### src/rtl/systolic_matmul_engine.sv
// systolic_matmul_engine
// Computes C = A*B on an output-stationary grid of A_ROWS x B_COLS MAC cells.
// A and B are loaded through a runtime write port. Each run is launched by a
// start/busy/done handshake and can optionally accumulate onto the previous C.
// C is read back through a registered read port.
//
// Ports:
//   clk, reset        single clock; synchronous active-high reset
//   wr_en/wr_sel      operand write strobe; 0 selects A, 1 selects B
//   wr_addr/wr_data   row-major element index and operand value
//   start/accumulate  launch request (IDLE only); keep-and-add mode bit
//   busy/done         run in progress; one-cycle completion pulse
//   rd_addr/rd_data   row-major C index; registered C element (1-cycle lag)
module systolic_matmul_engine #(
  parameter int unsigned DATA_WIDTH = 8,
  parameter int unsigned A_ROWS     = 2,
  parameter int unsigned A_COLS     = 2,
  parameter int unsigned B_COLS     = 2,
  parameter int unsigned SIGNED     = 0,
  parameter int unsigned ACC_WIDTH  = 2*DATA_WIDTH + $clog2(A_COLS),
  parameter int unsigned AW         = $clog2((A_ROWS*A_COLS > A_COLS*B_COLS)
                                      ? ((A_ROWS*A_COLS > 1) ? A_ROWS*A_COLS : 2)
                                      : ((A_COLS*B_COLS > 1) ? A_COLS*B_COLS : 2)),
  parameter int unsigned RW         = $clog2((A_ROWS*B_COLS > 1) ? A_ROWS*B_COLS : 2)
) (
  input  logic                  clk,
  input  logic                  reset,
  input  logic                  wr_en,
  input  logic                  wr_sel,
  input  logic [AW-1:0]         wr_addr,
  input  logic [DATA_WIDTH-1:0] wr_data,
  input  logic                  start,
  input  logic                  accumulate,
  output logic                  busy,
  output logic                  done,
  input  logic [RW-1:0]         rd_addr,
  output logic [ACC_WIDTH-1:0]  rd_data
);

  localparam int unsigned PW = 2*DATA_WIDTH;
  localparam int unsigned S  = A_ROWS + A_COLS + B_COLS - 2;
  localparam int unsigned KW = $clog2(S + 1);

  typedef enum logic [1:0] {IDLE, CLEAR, FEED, DRAIN} state_t;

  state_t                state_q, state_d;
  logic [KW-1:0]         step_q, step_d;
  logic                  busy_d, done_d;
  logic                  acc_mode_q;
  logic                  mac_en_c;

  logic [DATA_WIDTH-1:0] a_buf [A_ROWS][A_COLS];
  logic [DATA_WIDTH-1:0] b_buf [A_COLS][B_COLS];
  logic [DATA_WIDTH-1:0] a_feed_c [A_ROWS];
  logic [DATA_WIDTH-1:0] b_feed_c [B_COLS];
  logic [DATA_WIDTH-1:0] a_fwd [A_ROWS][B_COLS];
  logic [DATA_WIDTH-1:0] b_fwd [A_ROWS][B_COLS];
  logic [ACC_WIDTH-1:0]  acc_all [A_ROWS][B_COLS];
  logic [ACC_WIDTH-1:0]  rd_c;

  // Full-width product extended to the accumulator width.
  function automatic logic [ACC_WIDTH-1:0] mac_term(input logic [DATA_WIDTH-1:0] a,
                                                    input logic [DATA_WIDTH-1:0] b);
    logic [PW-1:0] p;
    if (SIGNED != 0) begin
      p = PW'($signed(a)) * PW'($signed(b));
      return ACC_WIDTH'($signed(p));
    end
    p = PW'(a) * PW'(b);
    return ACC_WIDTH'(p);
  endfunction

  // Control state register.
  always_ff @(posedge clk) begin
    if (reset) begin
      state_q    <= IDLE;
      step_q     <= '0;
      acc_mode_q <= 1'b0;
      busy       <= 1'b0;
      done       <= 1'b0;
    end else begin
      state_q <= state_d;
      step_q  <= step_d;
      busy    <= busy_d;
      done    <= done_d;
      if (state_q == IDLE && start) acc_mode_q <= accumulate;
    end
  end

  // Next state. done is registered on the DRAIN->IDLE transition, so the FSM
  // is already idle during the done cycle and can take the next start there.
  always_comb begin
    state_d = state_q;
    step_d  = step_q;
    busy_d  = 1'b0;
    done_d  = 1'b0;
    case (state_q)
      IDLE:  if (start) state_d = CLEAR;
      CLEAR: begin
        state_d = FEED;
        step_d  = '0;
      end
      FEED: begin
        if (step_q == KW'(S - 1)) begin
          state_d = DRAIN;
          step_d  = '0;
        end else begin
          step_d = step_q + KW'(1);
        end
      end
      DRAIN: begin
        if (step_q == KW'(1)) begin
          state_d = IDLE;
          step_d  = '0;
          done_d  = 1'b1;
        end else begin
          step_d = step_q + KW'(1);
        end
      end
      default: state_d = IDLE;
    endcase
    busy_d = (state_d != IDLE);
  end

  // Operand buffers; out-of-range addresses match no element and are dropped.
  always_ff @(posedge clk) begin
    if (reset) begin
      for (int i = 0; i < A_ROWS; i++)
        for (int m = 0; m < A_COLS; m++) a_buf[i][m] <= '0;
      for (int m = 0; m < A_COLS; m++)
        for (int j = 0; j < B_COLS; j++) b_buf[m][j] <= '0;
    end else if (wr_en && state_q == IDLE) begin
      for (int i = 0; i < A_ROWS; i++)
        for (int m = 0; m < A_COLS; m++)
          if (!wr_sel && wr_addr == AW'(i*A_COLS + m)) a_buf[i][m] <= wr_data;
      for (int m = 0; m < A_COLS; m++)
        for (int j = 0; j < B_COLS; j++)
          if (wr_sel && wr_addr == AW'(m*B_COLS + j)) b_buf[m][j] <= wr_data;
    end
  end

  // Skewed edge feeders: row i lags by i steps, column j by j steps.
  always_comb begin
    for (int i = 0; i < A_ROWS; i++) begin
      a_feed_c[i] = '0;
      for (int m = 0; m < A_COLS; m++)
        if (state_q == FEED && int'(step_q) == i + m) a_feed_c[i] = a_buf[i][m];
    end
    for (int j = 0; j < B_COLS; j++) begin
      b_feed_c[j] = '0;
      for (int m = 0; m < A_COLS; m++)
        if (state_q == FEED && int'(step_q) == j + m) b_feed_c[j] = b_buf[m][j];
    end
  end

  assign mac_en_c = (state_q == FEED) || (state_q == DRAIN);

  // MAC grid: a flows right, b flows down, acc stays in place.
  for (genvar gi = 0; gi < A_ROWS; gi++) begin : g_row
    for (genvar gj = 0; gj < B_COLS; gj++) begin : g_col
      logic [DATA_WIDTH-1:0] a_in, b_in, a_q, b_q;
      logic [ACC_WIDTH-1:0]  acc_q;

      if (gj == 0) begin : g_a_edge
        assign a_in = a_feed_c[gi];
      end else begin : g_a_link
        assign a_in = a_fwd[gi][gj-1];
      end

      if (gi == 0) begin : g_b_edge
        assign b_in = b_feed_c[gj];
      end else begin : g_b_link
        assign b_in = b_fwd[gi-1][gj];
      end

      always_ff @(posedge clk) begin
        if (reset) begin
          a_q   <= '0;
          b_q   <= '0;
          acc_q <= '0;
        end else if (state_q == CLEAR) begin
          a_q <= '0;
          b_q <= '0;
          if (!acc_mode_q) acc_q <= '0;
        end else if (mac_en_c) begin
          a_q   <= a_in;
          b_q   <= b_in;
          acc_q <= acc_q + mac_term(a_in, b_in);
        end
      end

      assign a_fwd[gi][gj]   = a_q;
      assign b_fwd[gi][gj]   = b_q;
      assign acc_all[gi][gj] = acc_q;
    end
  end

  // Result select; addresses past the last element read as zero.
  always_comb begin
    rd_c = '0;
    for (int i = 0; i < A_ROWS; i++)
      for (int j = 0; j < B_COLS; j++)
        if (rd_addr == RW'(i*B_COLS + j)) rd_c = acc_all[i][j];
  end

  always_ff @(posedge clk) begin
    if (reset) rd_data <= '0;
    else       rd_data <= rd_c;
  end

endmodule
### config.mk
export PLATFORM = sky130hd
export DESIGN_NAME = systolic_matmul_engine
export DESIGN_NICKNAME = d
export VERILOG_FILES = /design/src/rtl/systolic_matmul_engine.sv
export SDC_FILE = /design/constraint.sdc
export NUM_CORES = 1
export LEC_CHECK = 0
export CORE_AREA = 2 2 167 169
export DETAILED_ROUTE_END_ITERATION = 8
export DIE_AREA = 0 0 169 171
export GPL_TIMING_DRIVEN = 1
export PLACE_DENSITY_LB_ADDON = 0.25
export SETUP_SLACK_MARGIN = 0.2
export SLEW_MARGIN = 20
export SYNTH_ARGS = -nofsm -noshare
export SYNTH_HDL_FRONTEND = slang
export SYNTH_SLANG_ARGS = --single-unit
### constraint.sdc
create_clock -name clk -period 13.1 [get_ports clk]
set_input_delay 1.965 -clock clk [delete_from_list [all_inputs] [get_ports clk]]
set_output_delay 1.965 -clock clk [all_outputs]
set_load 0.02 [all_outputs]
==> Word level (Yosys, flattened, before mapping) <==
Memory sizes are Yosys's and may differ from the RTL's.
Index checks and enable logic that the tools add are counted.
{ "op_classes": {"n_reduce_logical": 25, "multipliers": 4, "n_bitwise": 9, "n_mux": 71, "shift": 0, "eq_ne": 14, "order_cmp": 0, "add_sub_neg": 5, "div": 0} }
{ "op_table": {"columns": ["op", "count"], "rows": [
  ["17-bit 2-to-1 mux", 13],
  ["8-bit 2-to-1 mux", 16],
  ["17-bit by 16-bit adder with 17-bit output", 4],
  ["8-bit by 8-bit multiplier with 16-bit output", 4],
  ["1-bit 2-to-1 mux", 35],
  ["1-bit logical AND", 13],
  ["2-bit == test (second input constant)", 6],
  ["3-bit one-hot mux with 3 select lines", 1],
  ["1-bit OR", 8],
  ["2-bit one-hot mux with 4 select lines", 1],
  ["2-bit by 1-bit == test with 1-bit output (second input constant)", 3],
  ["3-bit by 2-bit == test with 1-bit output (second input constant)", 2],
  ["2-bit logical NOT", 3],
  ["2-bit 2-to-1 mux", 3],
  ["3-bit 2-to-1 mux", 2],
  ["2-bit nonzero test", 2],
  ["2-bit OR reduction", 2],
  ["3-bit by 1-bit adder with 3-bit output (second input constant)", 1],
  ["3-bit by 1-bit == test with 1-bit output (second input constant)", 1],
  ["3-bit == test (second input constant)", 1],
  ["3-bit logical NOT", 1],
  ["3-bit nonzero test", 1],
  ["2-bit inequality test (second input constant)", 1],
  ["2-bit AND reduction", 1],
  ["3 further kinds", 3]
]} }
{ "totals": {"inputBits": 18, "elab_cells": 144, "mem_bits_ro": 0, "output_inout_bits": 19, "latch_bits": 0, "mem_bits_rw": 64, "n_memories": 2, "register_bits": 125} }
{ "memory_table": {"columns": ["name", "words", "word_bits", "read_ports", "rd_clocked_by_memory_dff", "write_ports", "line", "source"], "rows": [
  ["a_buf", 2, 16, 2, 0, 2, "52", "logic [DATA_WIDTH-1:0] a_buf [A_ROWS][A_COLS];"],
  ["b_buf", 2, 16, 2, 0, 2, "53", "logic [DATA_WIDTH-1:0] b_buf [A_COLS][B_COLS];"]
]} }

==> Longest topological paths before layout <==
{ "logic_depth": {"word_depth": 8, "depth_mapped": 24, "mapped_depth_nobuf": 23} }

==> Worst setup path after synthesis <==
No wires, ideal clock.
{ "synth_timing": {"path_kind": "register to register", "from": "reg step_q[1]", "to": "reg g_row[0].g_col[0].acc_q[16]", "path_slack_ns": 7.815, "t_required_ns": 12.977, "arrival_ns": 5.162, "path_buffers": 1, "period_less_slack_ns": 5.285, "setup_time_ns": 0.123, "stages_incl_launch_ff": 22, "path_cell_list": "dfxtp_1 inv_1 ha_1 nor4b_1 buf_2 a22oi_1 or2_1 fa_1 inv_1 fa_1 fa_1 inv_1 fa_1 inv_1 ha_1 a21oi_1 o21ai_1 a2111oi_0 o221ai_1 xnor2_1 a21oi_1 o22ai_1"} }
{ "synth_via": {"elab_chain_len": 8, "word_cells_on_any_way": 12, "classes_between": "1 x add/sub; 1 x mul; 1 x eq/ne; 6 x mux; 3 x reduce/logical"} }
{ "synth_lines": {"columns": ["element", "line", "source"], "rows": [
  ["start: declaration", "47", "logic [KW-1:0] step_q, step_d;"],
  ["start signal: assignment", "83", "step_q <= step_d;"],
  ["3-bit logical NOT", "147, 152", null],
  ["1-bit logical AND", "147, 152", null],
  ["8-bit 2-to-1 mux, on equally long branches (2 in a row)", "147, 152", null],
  ["8-bit by 8-bit multiplier with 16-bit output (*)", "69", "p = PW'(a) * PW'(b);"],
  ["17-bit by 16-bit adder with 17-bit output (*)", "188", "acc_q <= acc_q + mac_term(a_in, b_in);"],
  ["17-bit 2-to-1 mux (*)", "185", "end else if (mac_en_c) begin"],
  ["17-bit 2-to-1 mux (*)", "181", "end else if (state_q == CLEAR) begin"],
  ["end signal: assignment", "188", null],
  ["end: declaration", "162", "logic [ACC_WIDTH-1:0] acc_q;"]
]} }
Mark *: on every way between the ends. The rest lies on a longest branch, timed or not. The select of a mux whose other input is x is not followed.
A chain may end at the register's enable or synchronous reset.

==> Worst setup path after layout <==
{ "layout_timing": {"from": "reg state_q[1]", "to": "reg g_row[0].g_col[1].acc_q[16]"} }
{ "layout_via": {"elab_chain_len": 8, "word_cells_on_any_way": 15, "classes_between": "1 x add/sub; 1 x mul; 4 x eq/ne; 4 x mux; 5 x reduce/logical"} }
{ "layout_lines": {"columns": ["element", "line", "source"], "rows": [
  ["start: declaration", "46", "state_t state_q, state_d;"],
  ["start signal: assignment", "82", "state_q <= state_d;"],
  ["2-bit == test", "152, 156", null],
  ["1-bit logical AND", "152", "if (state_q == FEED && int'(step_q) == j + m) b_feed_c[j] = b_buf[m][j];"],
  ["8-bit 2-to-1 mux (2 in a row)", "152", null],
  ["8-bit by 8-bit multiplier with 16-bit output", "69", null],
  ["17-bit by 16-bit adder with 17-bit output", "188", null],
  ["17-bit 2-to-1 mux", "185", null],
  ["17-bit 2-to-1 mux", "181", null],
  ["end signal: assignment", "188", null],
  ["end: declaration", "162", null]
]} }
Several ways; a longest one is shown, not always the timed one. The select of a mux whose other input is x is not followed.

==> summary.log <==
[final_layout] layout cell share with drive strength beyond 1 4.495%
[job] max-cap violation count 0
[grt] GRT Util Overall 31.50%
[cts] maximum count of clock buffers along a single path 2
[sta] Hold Slack 0.4725 ns
[worst_setup_path] kind of end point of the critical path flip-flop
[grt] met2 Usage GRT 53.03%
[die] height of the chip 171 µm
[placement] HPWL after detailed placement 32,720 µm
[synth] Seq cells post-synth 189
[sta] final critical-path required period 6.515 ns
[sta] setup TNS 0 ns
[final_layout] final cell area excluding filler cells 18,570 µm²
[worst_setup_path] Worst Path Max Fanout 48
[die] die area 28,900 µm²
[sta] remaining max-slew budget at the tightest pin 33.38%
[worst_setup_path] most numerous cell on the critical path fa_1
[cts] Post-CTS Setup Repair Bufs 0
[synth] synth warn 0
[synth] syn_nets 2,248
[die] standard-cell row count 61
[drt] final wirelength 42,100 µm
[cts] total clock sinks 189
[synth] number of library cell types mapped by synthesis 61
[worst_setup_path] depth of the worst register-to-register path 21
[sta] period utilization 49.73%
[worst_setup_path] Worst path slowest cell fa_1
[worst_setup_path] cells traversed along the worst timing path buf_4 -> nand2b_1 -> nor3b_4 -> buf_4 -> nand2_1 -> o21ai_1 -> nand2_1 -> fa_1 -> inv_1 -> fa_1 -> fa_1 -> inv_1 -> fa_1 -> inv_1 -> ha_1 -> nand4_1 -> or3_1 -> o221ai_1 -> xnor2_1 -> a21oi_1 -> o22ai_1
[worst_setup_path] slowest cell delay on critical path 0.57 ns
[grt] vias in the first global route 13.53k
[grt] wire length of the first global-routing pass 70,320 µm
[power_and_ir_drop] VDD IR max 80.74 µV
[cts] CTS clock-pin slew for the worst setup and hold paths 0.08 ns
[placement] area post-placement 17,970 µm²
[drt] via count 13.00k
[synth] FFs w/ async S/R, synth 0%
[synth] cell taking the most area after synthesis fa_1
[drt] antenna viol nets, final 0
[synth] EDFF count, synth 64
[sta] setup-violating endpoint count in the final report 0
[synth] Netlist Area Pre-Place 17,310 µm²
[placement] number of port buffers 36
[cts] root buffer selected by CTS clkbuf_16
[cts] clock tree from TritonCTS built
[cts] H-tree Lvls 4
[drt] residual DRC count 0
[synth] leading register cell type out of synthesis dfxtp_1
[cts] TritonCTS Buffers 17
[sta] fmax 0.1535 GHz
[power_and_ir_drop] P_leak 8.952 nW
[synth] Cells after Synth 1,872
[cts] quantity of hold-fixing buffers added after cts 0
[power_and_ir_drop] P per Cell Area 66.81 nW/µm²
[grt] largest net degree at the start of global routing 54
[worst_setup_path] arrival time at the worst endpoint 6.89 ns
[grt] global routing usage on met1 41.07%
[worst_setup_path] WS Path Type flip-flop to flip-flop
[drt] Initial DRC Count 1,054
[grt] most used routing layer met2
[synth] synth cell count leaders inv_1 (378), fa_1 (200), nand2_1 (198)
[worst_setup_path] register-to-register path setup slack 6.58 ns
[worst_setup_path] startpoint of the most critical register-to-register path state_q[1]
[sta] worst clock skew on the final layout 0.01277 ns
[drt] mean number of vias per cell 5.810
[synth] portion of the post-synthesis area used by sequential elements 25.56%
[worst_setup_path] end point of the critical path g_row[0].g_col[1].acc_q[16]
[synth] mean post-synth cell area 9.247 µm²
[synth] top cells by area, synth fa_1 (23%), dfxtp_1 (14%), ha_1 (11%), edfxtp_1 (11%), inv_1 (8.2%)
[synth] share of Yosys cell area claimed by the top area cell type 23.13%
[drt] post-detailed-route wirelength per cell 18.81 µm
[final_layout] Area Overhead vs Synth 7.293%
[synth] top-count cell post-synth inv_1
[die] I/O pin count 37
[worst_setup_path] launching element of the worst setup path state_q[1]
[cts] Worst-Skew Late Latency 0.45 ns
[worst_setup_path] startpoint type of the worst setup path flip-flop
[grt] number of antenna violations at the first check in global routing 1
[grt] total gr overflow 0
[worst_setup_path] r2r endpoint g_row[0].g_col[1].acc_q[16]
[sta] endpoints failing hold 0
[grt] global-route track usage on met3 4.997%
[cts] Post-CTS Resized 0
[placement] Final Wtd Congestion 0.9218
[hold_path] Hold/Removal Path Class flip-flop to flip-flop
[die] core outline area 27,320 µm²
[die] effective utilization at floorplan 63.35%
[worst_setup_path] data required time of the critical path 13.48 ns
[drt] count of TritonRoute iterations in the first routing pass 7
[final_layout] final core utilization 67.97%
[sta] setup repair after global routing missed its margin false
[die] Die W 169 µm
[sta] slew at the pin closest to its max-slew limit 0.9981 ns
[sta] pins over their slew limit 0
[final_layout] number of nets in the finished design 2,254
[status] run status complete, no violations
power by group:
part / internal (mW) / switching, mW
sequential: 0.618 / 0.0113
clock: 0.258 / 0.271
combinational: 0.0215 / 0.0609
sequential cells by signal, summed over array words and instances, names as in the netlist:
| register | cells |
|---|---|
| done | 1 |
| rd_data | 17 |
| a_buf | 32 |
| busy | 1 |
| g_row.g_col.b_q | 16 |
| acc_mode_q | 1 |
| g_row.g_col.a_q | 16 |
| g_row.g_col.acc_q | 68 |
| step_q | 3 |
| state_q | 2 |
| b_buf | 32 |
placed cells by master (no fill, tap or decap), types with 24 or more instances in the layout:
| cell | n |
|---|---|
| dfxtp_1 | 124 |
| o21ai_1 | 29 |
| clkdlybuf4s50_1 | 33 |
| nor2_1 | 107 |
| a21o_1 | 24 |
| a21oi_1 | 75 |
| inv_1 | 378 |
| and2_1 | 167 |
| o21ai_0 | 33 |
| edfxtp_1 | 64 |
| fa_1 | 200 |
| xor2_1 | 34 |
| a22oi_1 | 48 |
| nand2_1 | 198 |
| ha_1 | 158 |
layout make-up:
class | instances | area [µm²]
diodes | 1 | 2.502
clock buffers | 18 | 429.2
clock inverters | 14 | 175.2
fillers | 2191 | 8751
inverters | 380 | 1426
multi-input cells | 1245 | 11270
flip-flops and latches | 189 | 4425
well taps | 346 | 432.9
repair buffers | 45 | 412.9
through the flow:
step	instances	setup slack (ns)	total power, mW
floorplan	1872	7.815	0.6878
global placement	2205	6.756	0.7223
detailed placement	2205	6.678	0.7240
CTS	2237	6.638	1.240
global route	2237	6.112	1.276
finish	2238	6.585	1.241
layer usage:
| layer | wire, µm | vias up |
|---|---|---|
| met3 | 2909 | 100 |
| met5 | 0 | - |
| met2 | 20160 | 486 |
| met1 | 17440 | 6452 |
| li1 | - | 5965 |
| met4 | 1587 | 0 |
worst max-delay path, delay by kind of cell, from the launching register on:
family                   cells  cell delay, ns
AO/OA/AOI/OAI                4            0.97
XOR/XNOR                     1            0.21
adder cells (fa/ha/maj)      5            2.35
buffers and inverters        5            1.01
flip-flops                   1            0.32
AND/OR/NAND/NOR              6            1.55
logic make-up (layout without fill, tap and decap cells):
family,Yosys count,in the layout,share of synthesized area [%]
AO/OA/AOI/OAI,283,283,10.55
other,0,1,0
buffers and inverters,438,457,9.555
multiplexers,21,21,2.450
AND/OR/NAND/NOR,537,537,15.01
flip-flops,189,189,25.56
XOR/XNOR,46,46,2.327
adder cells (fa/ha/maj),358,358,34.55
worst min path at each step:
stage | slack [ns] | cells past startpoint | startpoint | endpoint
2_1_floorplan | 0.43 | 1 | g_row[1].g_col[1].acc_q[16] | g_row[1].g_col[1].acc_q[16]
6_report | 0.47 | 2 | g_row[1].g_col[0].acc_q[16] | g_row[1].g_col[0].acc_q[16]
3_3_place_gp | 0.45 | 1 | g_row[1].g_col[1].acc_q[16] | g_row[1].g_col[1].acc_q[16]
3_5_place_dp | 0.46 | 2 | g_row[1].g_col[0].acc_q[16] | g_row[1].g_col[0].acc_q[16]
5_1_grt | 0.49 | 1 | g_row[1].g_col[1].acc_q[16] | g_row[1].g_col[1].acc_q[16]
4_1_cts | 0.48 | 2 | g_row[1].g_col[0].acc_q[16] | g_row[1].g_col[0].acc_q[16]
(Power assumes the default switching activity.)
